<file path="src/rtl/adc_capture_pkg.sv">
// Shared types, widths and helpers for the ADC capture buffer.
// Optional build macro: ADC_TEST_PATTERN_EN (stores a deterministic ramp instead of ADC data).
package adc_capture_pkg;

    typedef enum logic [1:0] {
        IDLE    = 2'd0,
        ARMED   = 2'd1,
        CAPTURE = 2'd2,
        READY   = 2'd3
    } cap_state_e;

    localparam int unsigned SAMPLE_W = 12;
    localparam int unsigned RD_W     = 16;
    localparam int unsigned RAM_W    = SAMPLE_W + 1;
    localparam int unsigned DECIM_W  = 8;

    localparam logic [SAMPLE_W-1:0] TP_BASE = 12'h4D2;
    localparam logic [SAMPLE_W-1:0] TP_STEP = 12'h010;

    // Read-port word layout: over-range flag in bit 15, sample in [11:0].
    function automatic logic [RD_W-1:0] pack_rd(input logic otr, input logic [SAMPLE_W-1:0] sample);
        return {otr, 3'b000, sample};
    endfunction

endpackage

</file>
<file path="src/rtl/capture_ram.sv">
// Simple dual-port frame RAM: one write port, one registered read port, no reset.
// A same-cycle read of the address being written returns the previous contents.
module capture_ram #(
    parameter int unsigned ADDR_W = 4,
    parameter int unsigned DATA_W = 13
) (
    input  logic              clk,
    input  logic              we,
    input  logic [ADDR_W-1:0] wr_addr,
    input  logic [DATA_W-1:0] wr_data,
    input  logic [ADDR_W-1:0] rd_addr,
    output logic [DATA_W-1:0] rd_data
);

    logic [DATA_W-1:0] mem [1 << ADDR_W];

    // Write port
    always_ff @(posedge clk) begin
        if (we) begin
            mem[wr_addr] <= wr_data;
        end
    end

    // Registered read port (old data on collision)
    always_ff @(posedge clk) begin
        rd_data <= mem[rd_addr];
    end

endmodule

</file>
<file path="src/rtl/adc_capture_buffer.sv">
// Triggered fixed-length capture of 12-bit ADC samples into on-chip RAM with a
// random-access read port and frame_ready/frame_ack handshake toward the readout stage.
// Optional build macro: ADC_TEST_PATTERN_EN replaces stored samples with a ramp.
module adc_capture_buffer
    import adc_capture_pkg::*;
#(
    parameter int unsigned DEPTH  = 10,
    parameter int unsigned ADDR_W = 4,
    parameter int unsigned DECIM  = 1
) (
    input  logic                clk_80mhz,
    input  logic                rst,
    input  logic [SAMPLE_W-1:0] adc_data,
    input  logic                adc_otr,
    input  logic                arm,
    input  logic                trig,
    input  logic [ADDR_W-1:0]   rd_addr,
    output logic [RD_W-1:0]     rd_data,
    output logic                frame_ready,
    input  logic                frame_ack,
    output logic                busy,
    output logic [7:0]          missed_trig
);

    localparam logic [ADDR_W-1:0]  LAST_ADDR  = ADDR_W'(DEPTH - 1);
    localparam logic [ADDR_W:0]    DEPTH_X    = (ADDR_W + 1)'(DEPTH);
    localparam logic [DECIM_W-1:0] DECIM_LAST = DECIM_W'(DECIM - 1);

    cap_state_e          state;
    logic [SAMPLE_W-1:0] s_data;
    logic                s_otr;
    logic                trig_q;
    logic                trig_qq;
    logic [ADDR_W-1:0]   wr_addr;
    logic [DECIM_W-1:0]  decim_cnt;
    logic                rd_zero;
    logic [RAM_W-1:0]    ram_q;
    logic                trig_edge_c;
    logic                wr_en_c;
    logic [RAM_W-1:0]    wr_word_c;

    assign trig_edge_c = trig_q & ~trig_qq;
    // A write coinciding with rst is suppressed so an aborted frame gets no extra sample.
    assign wr_en_c     = (state == CAPTURE) && (decim_cnt == '0) && !rst;

`ifdef ADC_TEST_PATTERN_EN
    assign wr_word_c = {1'b0, TP_BASE + SAMPLE_W'(wr_addr) * TP_STEP};
`else
    assign wr_word_c = {s_otr, s_data};
`endif

    // Input alignment: one register stage for ADC data, two for trigger edge detection
    always_ff @(posedge clk_80mhz) begin
        s_data <= adc_data;
        s_otr  <= adc_otr;
        if (rst) begin
            trig_q  <= 1'b0;
            trig_qq <= 1'b0;
        end else begin
            trig_q  <= trig;
            trig_qq <= trig_q;
        end
    end

    // Capture FSM with registered status outputs
    always_ff @(posedge clk_80mhz) begin
        if (rst) begin
            state       <= IDLE;
            frame_ready <= 1'b0;
            busy        <= 1'b0;
            missed_trig <= 8'd0;
            wr_addr     <= '0;
            decim_cnt   <= '0;
        end else begin
            case (state)
                IDLE: begin
                    if (arm) begin
                        state <= ARMED;
                        busy  <= 1'b1;
                    end
                end
                ARMED: begin
                    if (trig_edge_c) begin
                        state     <= CAPTURE;
                        wr_addr   <= '0;
                        decim_cnt <= '0;
                    end
                end
                CAPTURE: begin
                    if (decim_cnt == DECIM_LAST) begin
                        decim_cnt <= '0;
                    end else begin
                        decim_cnt <= decim_cnt + DECIM_W'(1);
                    end
                    if (decim_cnt == '0) begin
                        if (wr_addr == LAST_ADDR) begin
                            state       <= READY;
                            frame_ready <= 1'b1;
                            busy        <= 1'b0;
                        end else begin
                            wr_addr <= wr_addr + ADDR_W'(1);
                        end
                    end
                end
                READY: begin
                    if (frame_ack) begin
                        state       <= IDLE;
                        frame_ready <= 1'b0;
                    end
                    if (trig_edge_c && (missed_trig != 8'hFF)) begin
                        missed_trig <= missed_trig + 8'd1;
                    end
                end
                default: begin
                    state <= IDLE;
                end
            endcase
        end
    end

    // Out-of-range reads and reset force the read word to zero, aligned with the RAM latency
    always_ff @(posedge clk_80mhz) begin
        if (rst) begin
            rd_zero <= 1'b1;
        end else begin
            rd_zero <= ({1'b0, rd_addr} >= DEPTH_X);
        end
    end

    capture_ram #(
        .ADDR_W (ADDR_W),
        .DATA_W (RAM_W)
    ) u_ram (
        .clk     (clk_80mhz),
        .we      (wr_en_c),
        .wr_addr (wr_addr),
        .wr_data (wr_word_c),
        .rd_addr (rd_addr),
        .rd_data (ram_q)
    );

    assign rd_data = rd_zero ? '0 : pack_rd(ram_q[SAMPLE_W], ram_q[SAMPLE_W-1:0]);

endmodule

</file>
<file path="config.mk">
export PLATFORM = sky130hd
export DESIGN_NAME = adc_capture_buffer
export DESIGN_NICKNAME = d
export VERILOG_FILES = /design/src/rtl/adc_capture_pkg.sv /design/src/rtl/capture_ram.sv /design/src/rtl/adc_capture_buffer.sv
export SDC_FILE = /design/constraint.sdc
export NUM_CORES = 1
export LEC_CHECK = 0
export CAP_MARGIN = 5
export CORE_MARGIN = 3
export CORE_UTILIZATION = 30
export CTS_CLUSTER_SIZE = 12
export DETAILED_ROUTE_END_ITERATION = 7
export PLACE_DENSITY = 0.55
export SLEW_MARGIN = 10
export SYNTH_ARGS = -nofsm -noshare
export SYNTH_HDL_FRONTEND = slang
export SYNTH_SLANG_ARGS = --single-unit
</file>
<file path="constraint.sdc">
create_clock -name clk_80mhz -period 5.85 [get_ports clk_80mhz]
set_input_delay 1.17 -clock clk_80mhz [delete_from_list [all_inputs] [get_ports clk_80mhz]]
set_output_delay 1.17 -clock clk_80mhz [all_outputs]
set_load 0.01 [all_outputs]
</file>
==> impl_metrics.yaml <==
logic_synthesis:
  yosys.cell_types.count: 49
  synth_commonest_cells: "edfxtp_1, dfxtp_1, mux4_2"
  async_reset_ff_share_pct: 0
  synthesis.area_mm2: 0.0101
  syn_inst: 570
  yosysTopAreaCell: "edfxtp_1"
  ys_seq_area_share_pct: 72.5
  synth_area_leaders: "edfxtp_1, mux4_2, dfxtp_1"
  synth-edff-count: 208
  netlist.area_leader.share_pct: 62.0
  synth.most_common_cell: "edfxtp_1"
  avgSynthCellArea_um2: 17.7
  ys.flop_type: "edfxtp_1"
  synth_seq_cells: 261
  yosysWarnings: 0
floorplan:
  die-area_mm2: 0.0358
  die_h_um: 189
  core-area_mm2: 0.0328
  ioPinCount: 48
  die_w_um: 189
  core.rowCount: 66
  start_util_pct: 30.7
setup_path:
  worstPathRequired_ps: 5990
  cp_max_fo: 26
  reg2regPathDepth: 6
  path_class: "in -> reg"
  reg2reg_slack_ps: 2850
  start_kind: "input port"
  r2r_start: "decim_cnt[0]$_SDFFE_PP0P_"
  r2r_end: "u_ram.mem[14][0]$_DFFE_PP_"
  cp-end-kind: "register"
  arrival_ps: 3350
clock_network:
  cts_buffer_depth: 3
  htreeDepth: 1
  cts_tree: "built"
  clock-sinks: 261
  cts-root-buf: "clkbuf_16"
  hold_buffers: 0
  post-cts-setup-buffers: 0
  cts.repair.resized: 0
  numCtsBuffers: 27
  insertion_delay_ps: 530
  path_clk_slew_ps: 60
power_and_ir_drop:
  ir_drop_v: 0.000204
  leakagePower_uw: 0.00377
  power.density_mw_per_mm2: 337
route:
  routedLengthMet1_mm: 9.79
  vias_per_cell: 4.74
  wire_per_inst_um: 20.6
  drt-total-wl_mm: 22.4
  detail-route-antenna-nets: 0
  highest_layer: "met4"
  wl_met3_mm: 1.35
  detail_route.iter0.violations: 480
  first_pass_iters: 4
  vias: 5151
  dr_wl_met2_mm: 10.9
  post-route-drc-count: 0
finish:
  final_layout_size_suffix_gt1_share_pct: 17.1
  area_growth_pct: 17.6
  final_util_pct: 36.1
  nNetsFinal: 657
  diodes: 0
  n_fill_cell: 3065
  design_area_mm2: 0.0119
sta:
  worstMarginPinSlew_ps: 1230
  maxSlewViolCount: 0
  rsz0062_at_grt: "no"
  timing.final.hold_violations: 0
  finalClockSkew_ps: 17.0
  fin_ws_ps: 2640
  relSlewSlack_pct: 17.7
  finalCritPeriodShare_pct: 54.9
  final-setup-viol-count: 0
  finalSetupTns_ps: 0
  timing.fmax_mhz: 312
  layout_min_cycle_time_ps: 3210
global_route:
  grt_pass1_wl_mm: 34.0
  track_usage_pct: 12.4
  grt_pass1_vias: 5359
  grt_overflow: 0
  antenna_found_initial: 0
  grt_max_degree: 54
placement:
  dpl_cell_area_mm2: 0.0110
  io_buffers: 44
  place_ws_ps: 1960
  dp_hpwl_mm: 14.3
  place_congestion: 0.798
hold_path:
  whs_endpoint: "trig_qq$_SDFF_PP0_"
  min_from: "trig_q$_SDFF_PP0_"
  hold_class: "reg -> reg"
  hold_depth: 1
flow_run:
  cap_violations: 0
run_status:
  outcome: "complete, no violations"
==> how the worst max path moves through the flow <==
stage / start / to / slack [ps] / cells past startpoint
detailed placement: rst / u_ram.mem[10][9]$_DFFE_PP_ / 1960 / 5
global placement: rst / u_ram.mem[10][7]$_DFFE_PP_ / 2080 / 5
global route: rst / u_ram.mem[14][0]$_DFFE_PP_ / 2440 / 5
finish: rst / u_ram.mem[14][0]$_DFFE_PP_ / 2640 / 5
CTS: rst / u_ram.mem[10][9]$_DFFE_PP_ / 2540 / 5
floorplan: rst / u_ram.mem[0][0]$_DFFE_PP_ / 2710 / 4
==> where the power goes <==
| group | switching [µW] | internal, µW | total [µW] | leakage (µW) |
|---|---|---|---|---|
| registers | 44.7 | 2040 | 2090 | 0.00231 |
| clock network | 674 | 934 | 1610 | 0.000402 |
| logic | 169 | 134 | 303 | 0.00106 |
==> per-stage QoR <==
stage,power (µW),hold WS (ps),instances
final,4000,499,1086
after global routing,4150,522,1086
after CTS,4040,501,1086
after detailed placement,2430,485,1037
after global placement,2420,473,1037
after floorplan,2320,461,572
==> sequential cells by signal (all words and copies together), names as in the netlist <==
register / flops
u_ram.rd_data: 13
missed_trig: 8
s_data: 12
busy: 1
decim_cnt: 8
rd_zero: 1
frame_ready: 1
state: 2
s_otr: 1
trig_qq: 1
trig_q: 1
u_ram.mem: 208
wr_addr: 4
==> final cells by class <==
| type | count | area, µm² | share of cell area, % |
|---|---|---|---|
| Inverter | 11 | 41.3 | 0.348 |
| Clock inverter | 7 | 61.3 | 0.517 |
| Timing Repair Buffer | 55 | 510 | 4.31 |
| Multi-Input combinational cell | 268 | 2620 | 22.1 |
| Sequential cell | 261 | 7310 | 61.7 |
| Tap cell | 442 | 553 | 4.67 |
| Clock buffer | 42 | 762 | 6.43 |
==> cell families after synthesis <==
group | count (synthesis) | synth area share [%]
compound gates | 70 | 4.46
xor+xnor | 8 | 0.695
fa+ha+maj | 11 | 1.37
buf+inv | 43 | 1.89
flops | 261 | 72.5
mux | 66 | 13.0
other cells | 1 | 0.0372
simple gates | 110 | 6.03
==> cells in the final DEF (no fill, tap or decap), types with 3 or more instances in the layout <==
master           count
a211oi_1            18
a21oi_1             25
a31oi_1              5
buf_4               12
clkbuf_1            12
clkbuf_16           27
clkbuf_8             3
clkdlybuf4s50_1     41
clkinv_2             3
conb_1               3
dfxtp_1             53
edfxtp_1           208
ha_1                11
inv_1               11
mux2i_1             14
mux4_2              52
nand2_1             12
nand2b_1             4
nand3_1              8
nand4_1              5
nor2_1              21
nor2b_1             30
nor3_1               7
nor3_2               4
o21ai_0              9
or3_1                4
xnor2_1              5
xor2_1               3
==> worst max-delay path: stages <==
cell and delay, ps:
clkdlybuf4s50_1 400, buf_4 220, nor4_2 390, nand2_1 230, nor2_1 930
==> metal layers <==
| metal | up-vias | global-route usage (%) |
|---|---|---|
| met5 | - | 0 |
| met4 | 0 | 2.45 |
| met3 | 28 | 2.37 |
| met2 | 141 | 20.6 |
| met1 | 2629 | 17.3 |
| li1 | 2353 | - |
Power figures use the tool's default switching activity.
